==> src/rtl/nemu_sched_pkg.sv <==
// Shared types and LFSR step for the NEMU destination scheduler.
// Also supplies default `PORTS / `PORT_BITS when the build does not define them.
`ifndef PORTS
`define PORTS 4
`endif
`ifndef PORT_BITS
`define PORT_BITS ((`PORTS > 1) ? $clog2(`PORTS) : 1)
`endif

package nemu_sched_pkg;

  typedef enum logic [1:0] {
    IDLE  = 2'd0,
    DRAW  = 2'd1,
    GRANT = 2'd2
  } state_t;

  localparam int unsigned LFSR_W = 8;
  localparam logic [LFSR_W-1:0] LFSR_DEFAULT_SEED = 8'hA5;

  function automatic logic [LFSR_W-1:0] next_lfsr(input logic [LFSR_W-1:0] r);
    return {r[6:0], r[7] ^ r[5] ^ r[4] ^ r[3]};
  endfunction

endpackage

==> src/rtl/nemu_dest_lfsr.sv <==
// Free-running 8-bit LFSR plus wrapping fallback counter; emits an in-range candidate destination.
module nemu_dest_lfsr
  import nemu_sched_pkg::*;
#(
  parameter int unsigned       PORTS     = `PORTS,
  parameter int unsigned       PORT_BITS = `PORT_BITS,
  parameter logic [LFSR_W-1:0] SEED      = LFSR_DEFAULT_SEED
) (
  input  logic                 i_clk,
  input  logic                 reset_n,
  output logic [PORT_BITS-1:0] o_cand
);

  // An all-zero seed would lock the LFSR up.
  localparam logic [LFSR_W-1:0]    SeedEff  = (SEED == '0) ? LFSR_DEFAULT_SEED : SEED;
  localparam logic [PORT_BITS-1:0] LastPort = PORT_BITS'(PORTS - 1);

  logic [LFSR_W-1:0]    lfsr_q;
  logic [PORT_BITS-1:0] cnt_q;
  logic [PORT_BITS-1:0] raw;

  always_ff @(posedge i_clk) begin
    if (!reset_n) begin
      lfsr_q <= SeedEff;
      cnt_q  <= '0;
    end else begin
      lfsr_q <= next_lfsr(lfsr_q);
      cnt_q  <= (cnt_q == LastPort) ? '0 : cnt_q + 1'b1;
    end
  end

  assign raw    = lfsr_q[PORT_BITS-1:0];
  assign o_cand = (32'(raw) >= PORTS) ? cnt_q : raw;

endmodule

==> src/rtl/nemu_dest_scheduler.sv <==
// Round-robin destination scheduler: one LFSR draw per grant, IDLE -> DRAW -> GRANT.
// Define NEMU_SELF_DEST_EN to let a source be handed its own index as destination.
module nemu_dest_scheduler
  import nemu_sched_pkg::*;
#(
  parameter int unsigned       PORTS     = `PORTS,
  parameter int unsigned       PORT_BITS = `PORT_BITS,
  parameter logic [LFSR_W-1:0] SEED      = LFSR_DEFAULT_SEED
) (
  input  logic                 i_clk,
  input  logic                 reset_n,
  input  logic                 i_enable,
  input  logic [PORTS-1:0]     i_req,
  output logic [PORTS-1:0]     o_gnt,
  output logic                 o_valid,
  output logic [PORT_BITS-1:0] o_dest,
  output logic                 o_busy
);

  localparam logic [PORT_BITS-1:0] LastPort = PORT_BITS'(PORTS - 1);

  function automatic logic [PORT_BITS-1:0] wrap_inc(input logic [PORT_BITS-1:0] p);
    return (p == LastPort) ? '0 : p + 1'b1;
  endfunction

  state_t               state_q, state_d;
  logic [PORT_BITS-1:0] rr_q, rr_d;
  logic [PORT_BITS-1:0] winner_q, winner_d;
  logic [PORT_BITS-1:0] dest_q, dest_d;
  logic [PORTS-1:0]     gnt_q, gnt_d;
  logic                 valid_q, valid_d;
  logic [PORT_BITS-1:0] cand, final_dest;
  logic [PORT_BITS-1:0] pick, pick_lo, pick_hi;
  logic                 any_lo, any_hi;

  nemu_dest_lfsr #(
    .PORTS    (PORTS),
    .PORT_BITS(PORT_BITS),
    .SEED     (SEED)
  ) u_lfsr (
    .i_clk  (i_clk),
    .reset_n(reset_n),
    .o_cand (cand)
  );

  // Lowest requester at/after the pointer wins; otherwise wrap to the lowest overall.
  always_comb begin
    pick_lo = '0;
    pick_hi = '0;
    any_lo  = 1'b0;
    any_hi  = 1'b0;
    for (int unsigned i = 0; i < PORTS; i++) begin
      if (i_req[i] && !any_lo) begin
        pick_lo = PORT_BITS'(i);
        any_lo  = 1'b1;
      end
      if (i_req[i] && !any_hi && (PORT_BITS'(i) >= rr_q)) begin
        pick_hi = PORT_BITS'(i);
        any_hi  = 1'b1;
      end
    end
    pick = any_hi ? pick_hi : pick_lo;
  end

  always_comb begin
    final_dest = cand;
`ifdef NEMU_SELF_DEST_EN
`else
    if (cand == winner_q) final_dest = wrap_inc(winner_q);
`endif
  end

  always_comb begin
    state_d  = state_q;
    rr_d     = rr_q;
    winner_d = winner_q;
    dest_d   = dest_q;
    gnt_d    = '0;
    valid_d  = 1'b0;
    case (state_q)
      IDLE: begin
        if (i_enable && |i_req) begin
          winner_d = pick;
          state_d  = DRAW;
        end
      end
      DRAW: begin
        dest_d = final_dest;
        // Source gave up before the draw completed: abandon silently.
        if (i_req[winner_q]) begin
          gnt_d   = PORTS'(1) << winner_q;
          valid_d = 1'b1;
          state_d = GRANT;
        end else begin
          state_d = IDLE;
        end
      end
      GRANT: begin
        rr_d    = wrap_inc(winner_q);
        state_d = IDLE;
      end
      default: state_d = IDLE;
    endcase
  end

  always_ff @(posedge i_clk) begin
    if (!reset_n) begin
      state_q  <= IDLE;
      rr_q     <= '0;
      winner_q <= '0;
      dest_q   <= '0;
      gnt_q    <= '0;
      valid_q  <= 1'b0;
    end else begin
      state_q  <= state_d;
      rr_q     <= rr_d;
      winner_q <= winner_d;
      dest_q   <= dest_d;
      gnt_q    <= gnt_d;
      valid_q  <= valid_d;
    end
  end

  assign o_gnt   = gnt_q;
  assign o_valid = valid_q;
  assign o_dest  = dest_q;
  assign o_busy  = (state_q != IDLE);

endmodule

==> config.mk <==
export PLATFORM = sky130hd
export DESIGN_NAME = nemu_dest_scheduler
export DESIGN_NICKNAME = d
export VERILOG_FILES = /design/src/rtl/nemu_sched_pkg.sv /design/src/rtl/nemu_dest_lfsr.sv /design/src/rtl/nemu_dest_scheduler.sv
export SDC_FILE = /design/constraint.sdc
export NUM_CORES = 1
export LEC_CHECK = 0
export CAP_MARGIN = 20
export CORE_MARGIN = 8
export CORE_UTILIZATION = 40
export DETAILED_ROUTE_END_ITERATION = 8
export PLACE_DENSITY = 0.6
export SYNTH_ARGS = -nofsm -noshare
export SYNTH_HDL_FRONTEND = slang
export SYNTH_SLANG_ARGS = --single-unit
==> constraint.sdc <==
create_clock -name i_clk -period 1.5 [get_ports i_clk]
set_input_delay 0.3 -clock i_clk [delete_from_list [all_inputs] [get_ports i_clk]]
set_output_delay 0.3 -clock i_clk [all_outputs]
set_load 0.02 [all_outputs]
After elaboration in Yosys (flattened, before gate mapping)
Cells that the tools add are included.
{"block": "classes", "add_sub_neg": 1, "magnitude_cmp": 5, "n_eq_ne": 5, "shifts": 1, "muxes": 22, "n_bitwise": 3, "reduce_logical": 23}
{"operator": "$mux W2", "n": 9}
{"operator": "$logic_and A1 B1 Y1", "n": 11}
{"operator": "$mux W1", "n": 11}
{"operator": "$logic_not A1 Y1", "n": 6}
{"operator": "$eq A2 B2 Y1 const B", "n": 2}
{"operator": "$ge A1 B2 Y1 const A", "n": 2}
{"operator": "$ge A2 B2 Y1 const A", "n": 2}
{"operator": "$pmux W2 S2", "n": 1}
{"operator": "$reduce_and A2 Y1", "n": 2}
{"operator": "$reduce_or A4 Y1", "n": 1}
{"operator": "$shl A1 B2 Y4 const A", "n": 1}
{"operator": "$lt A2 B3 Y1 const B", "n": 1}
{"operator": "$reduce_and A3 Y1", "n": 1}
{"operator": "$xor A1 B1 Y1", "n": 3}
{"operator": "$add A2 B1 Y2 const B", "n": 1}
{"operator": "$bmux W1 S2", "n": 1}
{"operator": "$eq A2 B1 Y1 const B", "n": 1}
{"operator": "$eq A2 B2 Y1", "n": 1}
{"operator": "$logic_not A2 Y1", "n": 1}
{"operator": "$ne A2 B2 Y1 const B", "n": 1}
{"operator": "$reduce_bool A2 Y1", "n": 1}
{"block": "word_totals", "regBits": 21, "out_inout_bits": 8}

Depth between registers and ports, before layout
{"block": "logic_depth", "ltp_word": 16, "ltp_mapped": 5}

Modules after synthesis
From an unflattened synthesis, not the netlist that was laid out.
{"block": "unflattened", "hier_cells": 91, "area_unflattened_um2": 874.6}
{"module": "nemu_dest_scheduler", "instances": 1, "cells_each": 70, "area_per_inst_um2": 624.3, "seq_area_each_um2": 260.2}
{"module": "nemu_dest_lfsr", "instances": 1, "cells_each": 21, "area_per_inst_um2": 250.2, "seq_area_each_um2": 160.2}

Least setup slack after synthesis
Ideal clock, no wire load.
{"block": "synth_timing", "kind": "flip-flop to flip-flop", "from": "register winner_q[1]", "to": "register dest_q[1] (netlist: o_dest[1])", "setup_time_ns": 0.118, "t_arrival_ns": 1.132, "t_required_ns": 1.382, "setup_slack_ns": 0.250, "path_stages_with_launch": 5, "n_path_buf": 0, "path_cell_list": "dfxtp_1 ha_1 o31a_1 o21ai_1 a21boi_1"}
{"block": "synth_via", "elab_chain_len": 3, "word_cells_on_any_way": 5, "classes_between": "add/sub (1); eq/ne (2); mux (2)"}
{"element": "from (decl)", "line": "nemu_dest_scheduler.sv:28", "source": "logic [PORT_BITS-1:0] winner_q, winner_d;"}
{"element": "from (signal assigned)", "line": "nemu_dest_scheduler.sv:117", "source": "winner_q <= winner_d;"}
{"element": "$add A2 B1 Y2 or $eq A2 B2 Y1 (tied branches)", "line": "nemu_dest_scheduler.sv:23", "source": "return (p == LastPort) ? '0 : p + 1'b1;"}
{"element": "$mux W2", "line": "nemu_dest_scheduler.sv:23"}
{"element": "$mux W2 (*)", "line": "nemu_dest_scheduler.sv:69", "source": "if (cand == winner_q) final_dest = wrap_inc(winner_q);"}
{"element": "to (signal assigned)", "line": "nemu_dest_scheduler.sv:118", "source": "dest_q <= dest_d;"}
{"element": "to (decl)", "line": "nemu_dest_scheduler.sv:29", "source": "logic [PORT_BITS-1:0] dest_q, dest_d;"}
Every way passes the cells marked *; elsewhere a longest branch is shown, timed or not.
A chain may end at the register's enable or synchronous reset.

Worst setup path in the final report
{"block": "layout_timing", "from": "register state_q[0]", "to": "output o_busy"}
{"block": "layout_via", "elab_chain_len": 1}
{"element": "from (decl)", "line": "nemu_dest_scheduler.sv:26", "source": "state_t state_q, state_d;"}
{"element": "from (signal assigned)", "line": "nemu_dest_scheduler.sv:115", "source": "state_q <= state_d;"}
{"element": "$reduce_bool A2 Y1", "line": "nemu_dest_scheduler.sv:127", "source": "assign o_busy = (state_q != IDLE);"}
{"element": "to (decl)", "line": "nemu_dest_scheduler.sv:17", "source": "output logic o_busy"}
Every way passes these cells.

==> flow_summary.ini <==
[placed_design]
dpl.hpwl_mm = 1.375
portBuffers = 14
pre_cts_ws_ps = -91.19
globalplace.congestion = 0.7530

[yosys]
synth_area_per_cell_sq_um = 9.841
synthCells = 89
synth-xor-area-share_pct = 5.000
ys_warn_count = 0
syn_nets = 97
syn-cell-area_sq_um = 875.8
synth_top_family_by_area = simple AND/OR/NAND/NOR gates
synth_cell_type_count = 32
yosys-mux-area-fraction_pct = 4.857
synth_compound_area_share_pct = 10.71
synthAdderAreaFrac_pct = 1.429
seq_area_frac_synth_pct = 48.00
synthSimpleGateAreaFrac_pct = 26.57
synth-seq-cells = 21

[clock_network]
hold_buffers = 0
clk_latency_ps = 300
htreeDepth = 1
clockRootBuffer = clkbuf_4
cts_max_path_buffers = 2
numCtsBuffers = 3
cts_tree = yes
cts.clk_slew.worst_paths_ps = 120
cts.sinks = 21

[critical_path]
critPathTopFamily = flip-flops
worst-endpoint-required_ps = 1200
r2r_slack_ps = 120
worst_setup_path_start_kind = flop
crit_path_top_delay_cell = dfxtp_1
cp_slowest_stage_delay_ps = 340
endpoint_kind = primary output
path_buf_inv = 1
path_cells = or2_4, clkdlybuf4s15_2
crit-reg2reg-launch = winner_q[0]
critPathLaunch = state_q[0]
crit_type = reg -> out
cp_max_fo = 2
arrival_ps = 1150

[flow_run]
drv_cap = 0

[die]
die-area_sq_mm = 0.003943
coreArea_sq_mm = 0.002148
die_w_um = 62.80
num_io_pins = 15
initial_core_util_pct = 40.77
rows = 17
fp.dieH_um = 62.80

[global_routing]
grt_pass1_vias = 696
gr-usage-all-layers_pct = 9.624
grt_overflow_total = 0
antenna_found_initial = 0
grt_pass1_wl_mm = 3.105
grt_max_degree = 18

[sta]
fin_crit_sh_pct = 96.75
slew_viol_final = 0
slew_headroom_pct = 79.83
layout_setup_ws_ps = 48.81
fin_worst_skew_ps = 4.321
timing.final.crit_period_ps = 1451
setup_viol = 0
tightest_slew_ps = 299.7
fmax_mhz = 689.1
fin_setup_tns_ps = 0
hold_viol_final = 0
rsz0062_at_grt = no

[drt]
highest_layer = met4
drtAntennaViolNets = 0
vias = 692
drc = 0
firstDrtPassIters = 4
drt_iter0_drc = 6
dr_wl_met3_um = 82
wl_met1_um = 851
wl_mm = 1.750
wire_per_inst_um = 12.32
wl_met2_um = 807
viasPerCell = 4.873

[cells_and_area]
areaGrowthSynthToFinish_pct = 28.29
diodes = 0
drive_above_1_share_pct = 16.67
fillers = 203
final_cell_mix = dfxtp_1, buf_4, dlygate4sd2_1
final_nets = 123
multi_input_area_sq_um = 425.4
final-seq-area_sq_um = 420.4
final_common_cell = dfxtp_1

[power_and_ir_drop]
leakage_nw = 0.5042
power_mw = 1.060
irDropWorstVdd_mv = 0.5321
p_per_area_mw_per_mm2 = 943.7

[hold_path]
min_from = u_lfsr.lfsr_q[6]
hold_path_class = reg -> reg

[status]
outcome = finished, final reports clean
repair_timing:
action / 4_1_cts / 5_1_grt
endpoints found under the setup margin: 8 / 0
gates resized for setup: 10 / 0
buffers inserted: 0 / 0
stage by stage:
stage,utilization (%),cells,cell area (sq um),hold WS [ps]
3_3_place_gp,51.37,138,1104,393.3
6_report,52.30,142,1124,425.0
4_1_cts,52.30,142,1124,426.7
3_5_place_dp,51.37,138,1104,391.3
2_1_floorplan,-,89,875.8,373.0
5_1_grt,52.30,142,1124,434.4
flip-flops by register name, indices dropped and copies added (netlist names):
signal         cells
o_dest             2
o_gnt              4
o_valid            1
rr_q               2
state_q            2
u_lfsr.lfsr_q      8
winner_q           2
where the power goes:
part	internal (mW)	total, mW	switching, mW
logic	0.0961	0.178	0.0824
clock network	0.0992	0.267	0.168
registers	0.591	0.614	0.0235
total	0.786	1.06	0.274
path summary, 6_finish.rpt:
| check | to | cells after the start |
|---|---|---|
| hold reg to reg | u_lfsr.lfsr_q[7] | 1 |
| setup / recovery | o_busy | 2 |
| hold / removal | u_lfsr.lfsr_q[7] | 1 |
| setup reg to reg | o_dest[1] | 4 |
final cells by class:
class / instances / share of cell area, %
repair buffers: 23 / 17.82
clock inverters: 1 / 0.4454
multi-input cells: 62 / 37.86
well taps: 28 / 3.118
inverters: 4 / 1.336
clock buffers: 3 / 2.004
flip-flops and latches: 21 / 37.42
worst register-to-register path: cells and delay by family (launching register included):
family	cells	cell delay, ps
flip-flops	1	470
AO/OA/AOI/OAI	3	510
adder cells (fa/ha/maj)	1	300
cells in the mapped netlist, drive strengths merged:
cell	count	area share, %
dfxtp	21	48
nand2	6	2.6
and2	4	2.9
and3	4	2.9
inv	4	1.7
nand2b	4	2.9
nor2b	4	2.9
nor3b	4	4.0
o21ai	4	2.3
xor2	4	4.0
a21oi	3	1.7
nor2	3	1.3
nor3	3	1.7
a21boi	2	1.7
and4	2	2.3
mux2i	2	2.3
o22ai	2	1.4
a211o	1	1.0
a31oi	1	0.71
buf	1	1.3
clkbuf	1	0.43
ha	1	1.4
mux4	1	2.6
nor4	1	0.71
o21a	1	0.86
o31a	1	1.0
or2	1	1.0
or2b	1	0.86
or3	1	0.71
xnor2	1	1.0
logic make-up (layout without fill, tap and decap cells):
| family | count (synthesis) | in the layout |
|---|---|---|
| buffers and inverters | 6 | 31 |
| AND/OR/NAND/NOR | 38 | 38 |
| XOR/XNOR | 5 | 5 |
| flip-flops | 21 | 21 |
| adder cells (fa/ha/maj) | 1 | 1 |
| multiplexers | 3 | 3 |
| AO/OA/AOI/OAI | 15 | 15 |
layer usage:
| metal | up-vias | track usage [%] |
|---|---|---|
| met4 | 0 | 4.274 |
| met3 | 2 | 2.867 |
| met2 | 8 | 15.52 |
| li1 | 357 | - |
| met1 | 325 | 11.48 |
| met5 | - | 0 |
Note: power is estimated with default switching activity, not from simulation.
